**config.mk**
```make
export PLATFORM = sky130hd
export DESIGN_NAME = tcm_mem_port_ctrl
export DESIGN_NICKNAME = d
export VERILOG_FILES = /design/src/rtl/tcm_mem_port_ctrl.sv
export SDC_FILE = /design/constraint.sdc
export NUM_CORES = 1
export LEC_CHECK = 0
export BUFFER_PORTS_ARGS = -buffer_cell sky130_fd_sc_hd__buf_2
export CORE_MARGIN = 4
export CORE_UTILIZATION = 46
export DETAILED_ROUTE_END_ITERATION = 6
export PLACE_DENSITY_LB_ADDON = 0.3
export SLEW_MARGIN = 5
export SYNTH_ARGS = -nofsm -noshare
export SYNTH_HDL_FRONTEND = slang
export SYNTH_SLANG_ARGS = --single-unit
```
**constraint.sdc**
```tcl
create_clock -name clk_i -period 2.9 [get_ports clk_i]
set_clock_uncertainty 0.15 [all_clocks]
set_input_delay 0.145 -clock clk_i [delete_from_list [all_inputs] [get_ports clk_i]]
set_output_delay 0.145 -clock clk_i [all_outputs]
set_load 0.005 [all_outputs]
```
**src/rtl/tcm_mem_port_ctrl.sv**
```systemverilog
// ============================================================================
// tcm_mem_port_ctrl
// ----------------------------------------------------------------------------
// Request/response front end for one port of the dual-port TCM RAM.
//
// A core master (instruction fetch or LSU) issues valid/accept requests. The
// block drives the RAM port's word address, write data and byte write enables
// directly from the request. It then captures the RAM's registered read data
// one cycle later and returns it through a 2-entry response FIFO with
// valid/ready backpressure. Every request, read or write, produces exactly one
// response, so responses match requests 1:1 and in order.
//
// Request-to-response latency is 2 cycles. A fire at edge N is sampled by the
// RAM at N. Read data is valid during cycle N+1 and is pushed at edge N+1, so
// resp_valid_o rises in cycle N+2.
//
// Optional feature (compile-time macro):
//   TCM_PORT_RANGE_CHECK_EN
//     When defined, a request with address bits above the RAM range set is
//     still accepted, but it never writes the RAM. Its response carries
//     resp_error_o = 1 and rdata = 0.
//     When undefined, the upper address bits alias into the RAM and
//     resp_error_o is tied to 0.
//
// Parameters:
//   ADDR_WIDTH     RAM word-address width (must match the RAM instance)
//
// Ports:
//   clk_i          clock, shared with the attached RAM port
//   rst_i          asynchronous active-low reset
//   req_valid_i    request present
//   req_addr_i     byte address; [ADDR_WIDTH+1:2] selects the word
//   req_wdata_i    write data
//   req_wr_i       byte write strobes; 4'b0000 = read
//   req_accept_o   request taken when high together with req_valid_i
//   resp_valid_o   response present (head of response FIFO)
//   resp_ready_i   master takes the response
//   resp_rdata_o   read data; 0 for write acknowledges and error responses
//   resp_error_o   range error flag
//   ram_addr_o     RAM word address
//   ram_data_o     RAM write data
//   ram_wr_o       RAM byte write enables
//   ram_data_i     RAM registered read data
// ============================================================================
module tcm_mem_port_ctrl #(
    parameter int ADDR_WIDTH = 23
) (
    input  logic                  clk_i,
    input  logic                  rst_i,

    input  logic                  req_valid_i,
    input  logic [31:0]           req_addr_i,
    input  logic [31:0]           req_wdata_i,
    input  logic [3:0]            req_wr_i,
    output logic                  req_accept_o,

    output logic                  resp_valid_o,
    input  logic                  resp_ready_i,
    output logic [31:0]           resp_rdata_o,
    output logic                  resp_error_o,

    output logic [ADDR_WIDTH-1:0] ram_addr_o,
    output logic [31:0]           ram_data_o,
    output logic [3:0]            ram_wr_o,
    input  logic [31:0]           ram_data_i
);

    localparam int FIFO_DEPTH = 2;

    // ------------------------------------------------------------------------
    // Declarations
    // ------------------------------------------------------------------------
    logic                         w_fire;
    logic                         w_pop;
    logic                         w_push;
    logic                         w_range_err;
    logic                         w_zero_rdata;
    logic [31:0]                  w_push_data;
    logic [2:0]                   w_credit_used;
    logic                         w_unused_addr;

    logic                         r_inflight_q;
    logic                         r_inflight_wr_q;
    logic                         r_inflight_err_q;

    logic [1:0]                   r_count_q;
    logic                         r_wr_ptr_q;
    logic                         r_rd_ptr_q;

    logic [FIFO_DEPTH-1:0][31:0]  w_entry_data;
    logic [FIFO_DEPTH-1:0]        w_entry_err;

    // The address LSBs are never used. In the default build the upper
    // address bits are not used either.
    assign w_unused_addr = ^req_addr_i;

    // ------------------------------------------------------------------------
    // Range check
    // ------------------------------------------------------------------------
`ifdef TCM_PORT_RANGE_CHECK_EN
    // A shift is used instead of a slice so the check stays legal for any
    // ADDR_WIDTH. At ADDR_WIDTH = 30 the result is constant 0.
    assign w_range_err = ((req_addr_i >> (ADDR_WIDTH + 2)) != 32'd0);
`else
    assign w_range_err = 1'b0;
`endif

    // ------------------------------------------------------------------------
    // Handshakes and credit
    // ------------------------------------------------------------------------
    assign resp_valid_o = (r_count_q != 2'd0);
    assign w_pop        = resp_valid_o & resp_ready_i;
    assign w_push       = r_inflight_q;

    // The credits in use are the FIFO occupancy plus the request in the RAM
    // pipeline. A pop in this cycle frees one credit immediately, so accept
    // can reassert in the pop cycle itself. The FIFO therefore never
    // overflows. w_pop implies r_count_q >= 1, so the sum never goes below 0.
    assign w_credit_used = {1'b0, r_count_q} + {2'b00, r_inflight_q} - {2'b00, w_pop};
    assign req_accept_o  = (w_credit_used < 3'd2);
    assign w_fire        = req_valid_i & req_accept_o;

    // ------------------------------------------------------------------------
    // RAM port drive
    // ------------------------------------------------------------------------
    // Address and data pass through unconditionally. Only the write enables
    // are qualified. They are also held low while reset is asserted, so a
    // request presented during reset cannot corrupt the RAM.
    assign ram_addr_o = req_addr_i[ADDR_WIDTH+1:2];
    assign ram_data_o = req_wdata_i;
    assign ram_wr_o   = (w_fire && rst_i && !w_range_err) ? req_wr_i : 4'b0000;

    // ------------------------------------------------------------------------
    // Issue stage: one request can be in the RAM pipeline at a time.
    // ------------------------------------------------------------------------
    always_ff @(posedge clk_i or negedge rst_i) begin
        if (!rst_i) begin
            r_inflight_q    <= 1'b0;
            r_inflight_wr_q <= 1'b0;
        end else begin
            r_inflight_q    <= w_fire;
            r_inflight_wr_q <= w_fire && (req_wr_i != 4'b0000);
        end
    end

`ifdef TCM_PORT_RANGE_CHECK_EN
    always_ff @(posedge clk_i or negedge rst_i) begin
        if (!rst_i) begin
            r_inflight_err_q <= 1'b0;
        end else begin
            r_inflight_err_q <= w_fire && w_range_err;
        end
    end
`else
    assign r_inflight_err_q = 1'b0;
`endif

    // ------------------------------------------------------------------------
    // Capture stage
    // ------------------------------------------------------------------------
    // Write acknowledges and error responses carry zero data. Only a real
    // read returns the RAM output.
    assign w_zero_rdata = r_inflight_wr_q | r_inflight_err_q;
    assign w_push_data  = w_zero_rdata ? 32'd0 : ram_data_i;

    // ------------------------------------------------------------------------
    // Response FIFO: 2-entry circular buffer with 1-bit pointers
    // ------------------------------------------------------------------------
    always_ff @(posedge clk_i or negedge rst_i) begin
        if (!rst_i) begin
            r_count_q  <= 2'd0;
            r_wr_ptr_q <= 1'b0;
            r_rd_ptr_q <= 1'b0;
        end else begin
            // A simultaneous push and pop leaves the count unchanged, and
            // both pointers advance.
            r_count_q <= r_count_q + {1'b0, w_push} - {1'b0, w_pop};
            if (w_push) begin
                r_wr_ptr_q <= ~r_wr_ptr_q;
            end
            if (w_pop) begin
                r_rd_ptr_q <= ~r_rd_ptr_q;
            end
        end
    end

    genvar gi;
    generate
        for (gi = 0; gi < FIFO_DEPTH; gi++) begin : g_entry
            localparam logic ENTRY_IDX = 1'(gi);

            logic [31:0] r_data_q;

            // Entries reset to zero so the head reads 0 out of reset.
            always_ff @(posedge clk_i or negedge rst_i) begin
                if (!rst_i) begin
                    r_data_q <= 32'd0;
                end else if (w_push && (r_wr_ptr_q == ENTRY_IDX)) begin
                    r_data_q <= w_push_data;
                end
            end
            assign w_entry_data[gi] = r_data_q;

`ifdef TCM_PORT_RANGE_CHECK_EN
            logic r_err_q;

            always_ff @(posedge clk_i or negedge rst_i) begin
                if (!rst_i) begin
                    r_err_q <= 1'b0;
                end else if (w_push && (r_wr_ptr_q == ENTRY_IDX)) begin
                    r_err_q <= r_inflight_err_q;
                end
            end
            assign w_entry_err[gi] = r_err_q;
`else
            assign w_entry_err[gi] = 1'b0;
`endif
        end
    endgenerate

    // The head entry drives the response. It stays put until it is popped,
    // so the outputs remain stable under backpressure.
    assign resp_rdata_o = w_entry_data[r_rd_ptr_q];

`ifdef TCM_PORT_RANGE_CHECK_EN
    assign resp_error_o = w_entry_err[r_rd_ptr_q];
`else
    assign resp_error_o = 1'b0;
`endif

endmodule

```
== Yosys cells after proc, flatten, opt, wreduce, memory -nomap -nowiden ==
Index checks and enable logic that the tools add are counted.

* Mux-type cells: 4
* $add $sub $neg: 4
* Reduce and logical (&&, ||, !) cells: 6
* Bitwise operators: 4
* Order comparisons: 2

{| class="wikitable"
|+ Operators with widths
! operator !! number
|-
| two-way mux 32 bit || 3
|-
| logical AND 1 bit || 4
|-
| two-way mux 4 bit || 1
|-
| nonzero test 4 bit || 1
|-
| adder 2 x 1 -> 3 bit || 1
|-
| less-than comparator 3 x 2 -> 1 bit (second input constant) || 1
|-
| subtractor 3 x 1 -> 3 bit || 1
|-
| adder 2 x 1 -> 2 bit || 1
|-
| AND 1 bit || 2
|-
| less-than comparator 1 x 2 -> 1 bit (second input constant) || 1
|-
| NOT 1 bit || 2
|-
| nonzero test 2 bit || 1
|-
| subtractor 2 x 1 -> 2 bit || 1
|}

* Register bits after elaboration: 70
* Word-level logic and storage cells: 27
* Input port bits: 104
* Output and inout port bits: 94

== Logic depth before layout (Yosys ltp) ==
* Word-level depth: 7
* Gate-level depth with buffers: 7
* Mapped depth without buffers: 7

== Worst setup path after synthesis ==
Ideal clock, no wire load.

* Kind: register to output
* From: reg r_count_q[1]
* To: out ram_wr_o[0]
* Path buffers: 0
* Required time: 2.605 ns
* Arrival: 1.937 ns
* Stages on the path, launching flop included: 8
* Slack: 0.668 ns
* Path through: dfrtp_1 o21a_1 ha_1 inv_1 ha_1 fa_1 nand2b_1 nor3_1

* Cells in the longest elaborated chain, start to end: 7
* Elaborated cells on any way between the ends: 8
* Classes of those cells: add/sub: 2; order compare: 1; mux: 1; bitwise: 2; reduce/logical: 2

{| class="wikitable"
|+ Ends and longest elaborated chain
! element !! RTL line !! RTL
|-
| start: declaration || 86 || <nowiki>logic [1:0] r_count_q;</nowiki>
|-
| start signal: assignment || 177 || <nowiki>r_count_q <= r_count_q + {1'b0, w_push} - {1'b0, w_pop};</nowiki>
|-
| nonzero test 2 bit || 111 || <nowiki>assign resp_valid_o = (r_count_q != 2'd0);</nowiki>
|-
| AND 1 bit || 112 || <nowiki>assign w_pop = resp_valid_o & resp_ready_i;</nowiki>
|-
| named net w_pop || 74 || <nowiki>logic w_pop;</nowiki>
|-
| subtractor 3 x 1 -> 3 bit || 119 || <nowiki>assign w_credit_used = {1'b0, r_count_q} + {2'b00, r_inflight_q} - {2'b00, w_pop};</nowiki>
|-
| named net w_credit_used[1] || 79 || <nowiki>logic [2:0] w_credit_used;</nowiki>
|-
| less-than comparator 3 x 2 -> 1 bit || 120 || <nowiki>assign req_accept_o = (w_credit_used < 3'd2);</nowiki>
|-
| AND 1 bit || 121 || <nowiki>assign w_fire = req_valid_i & req_accept_o;</nowiki>
|-
| logical AND 1 bit || 131 || <nowiki>assign ram_wr_o = (w_fire && rst_i && !w_range_err) ? req_wr_i : 4'b0000;</nowiki>
|-
| two-way mux 4 bit || 131 ||
|-
| end: declaration || 64 || <nowiki>output logic [3:0] ram_wr_o,</nowiki>
|}

The timed path passes the listed nets, and every way through them passes these cells.

== Worst setup path in the final report ==
Same ends and word-level chain as after synthesis.

==> out/qor.csv <==
stage;metric;value;unit
global_route;antenna_found_initial;0;
synth;synth_xor_area_share;0.700;%
synth;synth_top_area_share;46.7;%
floorplanning;start_util;47.8;%
synth;synth_most_common_cell;mux2_2;
synth;synthTopCellsByCount;mux2_2, dfrtp_1, buf_4, nor2b_1, buf_2;
synth;synth.net_count;403;
pwr;switching_share;31.1;%
synth;synth_top_family_by_area;multiplexers;
synth;synth.area.top_cells;dfrtp_1, mux2_2, buf_4, nor2b_1, mux2_4;
pwr;power.share.sequential;39.2;%
job;maxCapViolations;0;
layout;syn2layout_area_growth;8.50;%
place;pre_cts_ws;0.357;ns
sta;finalHoldViolCount;0;
synth;ys_seq_area_share;46.7;%
sta;fmax;369;MHz
sta;rsz0062_at_grt;false;
global_route;grt_pass1_wl;11.7;mm
place;io_buffers;77;
clocking;cts.clk_slew.worst_paths;0.07;ns
drt;wl_per_cell;16.2;microns
clocking;clk_latency;0.34;ns
pwr;p_per_area;1060;nW/um^2
sta;hold_slack;0.0432;ns
synth;synth-edff-count;0;
sta;worst_pin_slew;0.853;ns
synth;synth_seq_cells;70;
synth;syn-cell-area;3750;sq um
synth;netlist_instances;296;
pwr;p_sw;1.34;mW
sta;slew_viol_final;0;
layout;utilization;51.9;%
global_route;grt.overflow.total;0;
global_route;grt_util_all_layers;15.4;%
synth;synth_compound_area_share;0.200;%
sta;setup_slack;0.193;ns
clocking;clk_path_buf_depth;2;
setup_path;start_kind;flop;
min_path;min_path_type;input pin to flop;
synth;yosys-mux-area-fraction;29.5;%
min_path;whs_path_depth;3;
setup_path;cp_max_fo;6;
layout;final_layout_size_suffix_gt1_share;60.2;%
clocking;cts_sinks;70;
drt;drc;0;
drt;wirelength;7.05;mm
global_route;grt_max_degree;71;
drt;drtIter0Drc;35;
drt;first_pass_iters;4;
clocking;cts_inserted_buffers;9;
floorplanning;die_area;9670;sq um
global_route;grt_pass1_vias;2368;
drt;via_per_inst;4.97;
pwr;vdd_ir_drop_max;0.473;mV
place;hpwlAfterDp;4.75;mm
sta;finalSetupTns;0;ns
sta;slew_headroom;43.2;%
status;outcome;finished clean;
floorplanning;fp.coreArea;7850;sq um
pwr;clock_power_share;15.6;%
drt;ant_nets;0;
synth;ys.flop_type;dfrtp_1;
sta;period_minus_slack;2.71;ns
setup_path;endpoint_kind;output pin;
pwr;p_int;2.97;mW
drt;dr_total_vias;2155;
synth;async_flop_share;100;%
sta;setup_violations;0;
floorplanning;fp.dieH;98.3;microns
clocking;cts_root_buffer;clkbuf_8;
setup_path;r2r_cells;7;
synth;synth.distinct_cells;21;
clocking;cts_tree;built;
setup_path;crit_arrival;2.41;ns
synth;synth_adder_area_share;1.20;%
place;place_congestion;0.704;
pwr;p_leak;1.91;nW
pwr;power_frac_comb;45.2;%
floorplanning;io_pins;198;
sta;final.period_utilization;93.3;%
layout;nets;434;
layout;antenna_cells;0;
setup_path;cp_data_required_time;2.61;ns
synth;yosys_warnings;0;
synth;synth.largest_area_cell;dfrtp_1;
floorplanning;die_w;98.3;microns
clocking;cts-htree-levels;3;
floorplanning;rows;32;
synth;synthSimpleGateAreaFrac;7.30;%
synth;syn_avg_cell_area;12.7;sq um
setup_path;crit_type;flop to output pin;
layout make-up:
class                      count  area (sq um)
fill                         693          3780
sequential                    70          1750
multi-input combinational    152          1500
timing repair buffer          90           508
clock buffer                  12           145
tap                          102           128
clock inverter                 4          22.5
inverter                       4          15.0
repair_timing:
| action | 4_1_cts | 5_1_grt |
|---|---|---|
| hold endpoints to repair | 58 | 2 |
| hold buffers | 4 | 1 |
| resized for setup | 1 | 5 |
| endpoints found under the setup margin | 4 | 4 |
| setup buffers | 0 | 1 |
metal layers:
layer / GRT usage [%] / routed length, microns
met4: 8.82 / 228
met1: 18.7 / 2940
met3: 4.50 / 427
met5: 0 / 0
met2: 24.3 / 3450
placed cells by master (no fill, tap or decap), drive strengths merged, types with 2 or more instances in the layout:
cell type,n
mux2,96
nor2,2
inv,4
clkbuf,12
xor2,2
nor2b,33
ha,2
buf,85
dfrtp,70
dlygate4sd3,5
nor3,5
nand2,6
clkinv,3
final timing paths:
path / start / endpoint / slack, ns
worst min-delay path: ram_data_i[17] / g_entry[0].r_data_q[17] / 0.04
min in group asynchronous: rst_i / g_entry[0].r_data_q[13] / 0.54
worst min register to register: g_entry[1].r_data_q[6] / g_entry[1].r_data_q[6] / 0.35
max in group asynchronous: rst_i / r_count_q[1] / 1.47
worst max register to register: r_count_q[1] / r_inflight_wr_q / 0.73
worst max-delay path: r_count_q[1] / ram_wr_o[0] / 0.19
logic make-up after synthesis:
group,after synthesis
other,1
XOR/XNOR,3
buffers and inverters,74
AND/OR/NAND/NOR,48
adder cells (fa/ha/maj),3
multiplexers,96
flip-flops,70
AO/OA/AOI/OAI,1
metrics by stage:
step	std cells	area, sq um	power (mW)
floorplan	296	3750	3.01
global placement	412	3820	3.54
detailed placement	412	3820	3.61
CTS	432	4030	4.32
global route	434	4070	4.65
finish	434	4070	4.31
registers in the layout (all words and copies together) (netlist names):
name,flops
r_rd_ptr_q,1
r_wr_ptr_q,1
r_count_q,2
r_inflight_q,1
g_entry.r_data_q,64
r_inflight_wr_q,1
worst max-delay path, stage by stage (launching register included):
cell      delay [ns]
dfrtp_2         0.41
o21a_1          0.20
ha_1            0.30
inv_1           0.06
ha_1            0.15
fa_2            0.47
nand2b_4        0.18
nor3_1          0.17
buf_2           0.14
power groups by stage:
stage | logic [mW] | registers, mW | clock network (mW)
detailed placement | 1.90 | 1.71 | 0
floorplan | 1.38 | 1.63 | 0
finish | 1.95 | 1.69 | 0.673
CTS | 1.93 | 1.70 | 0.700
global placement | 1.86 | 1.68 | 0
global route | 2.15 | 1.75 | 0.745
No activity file was read; power rests on OpenSTA's default activity.
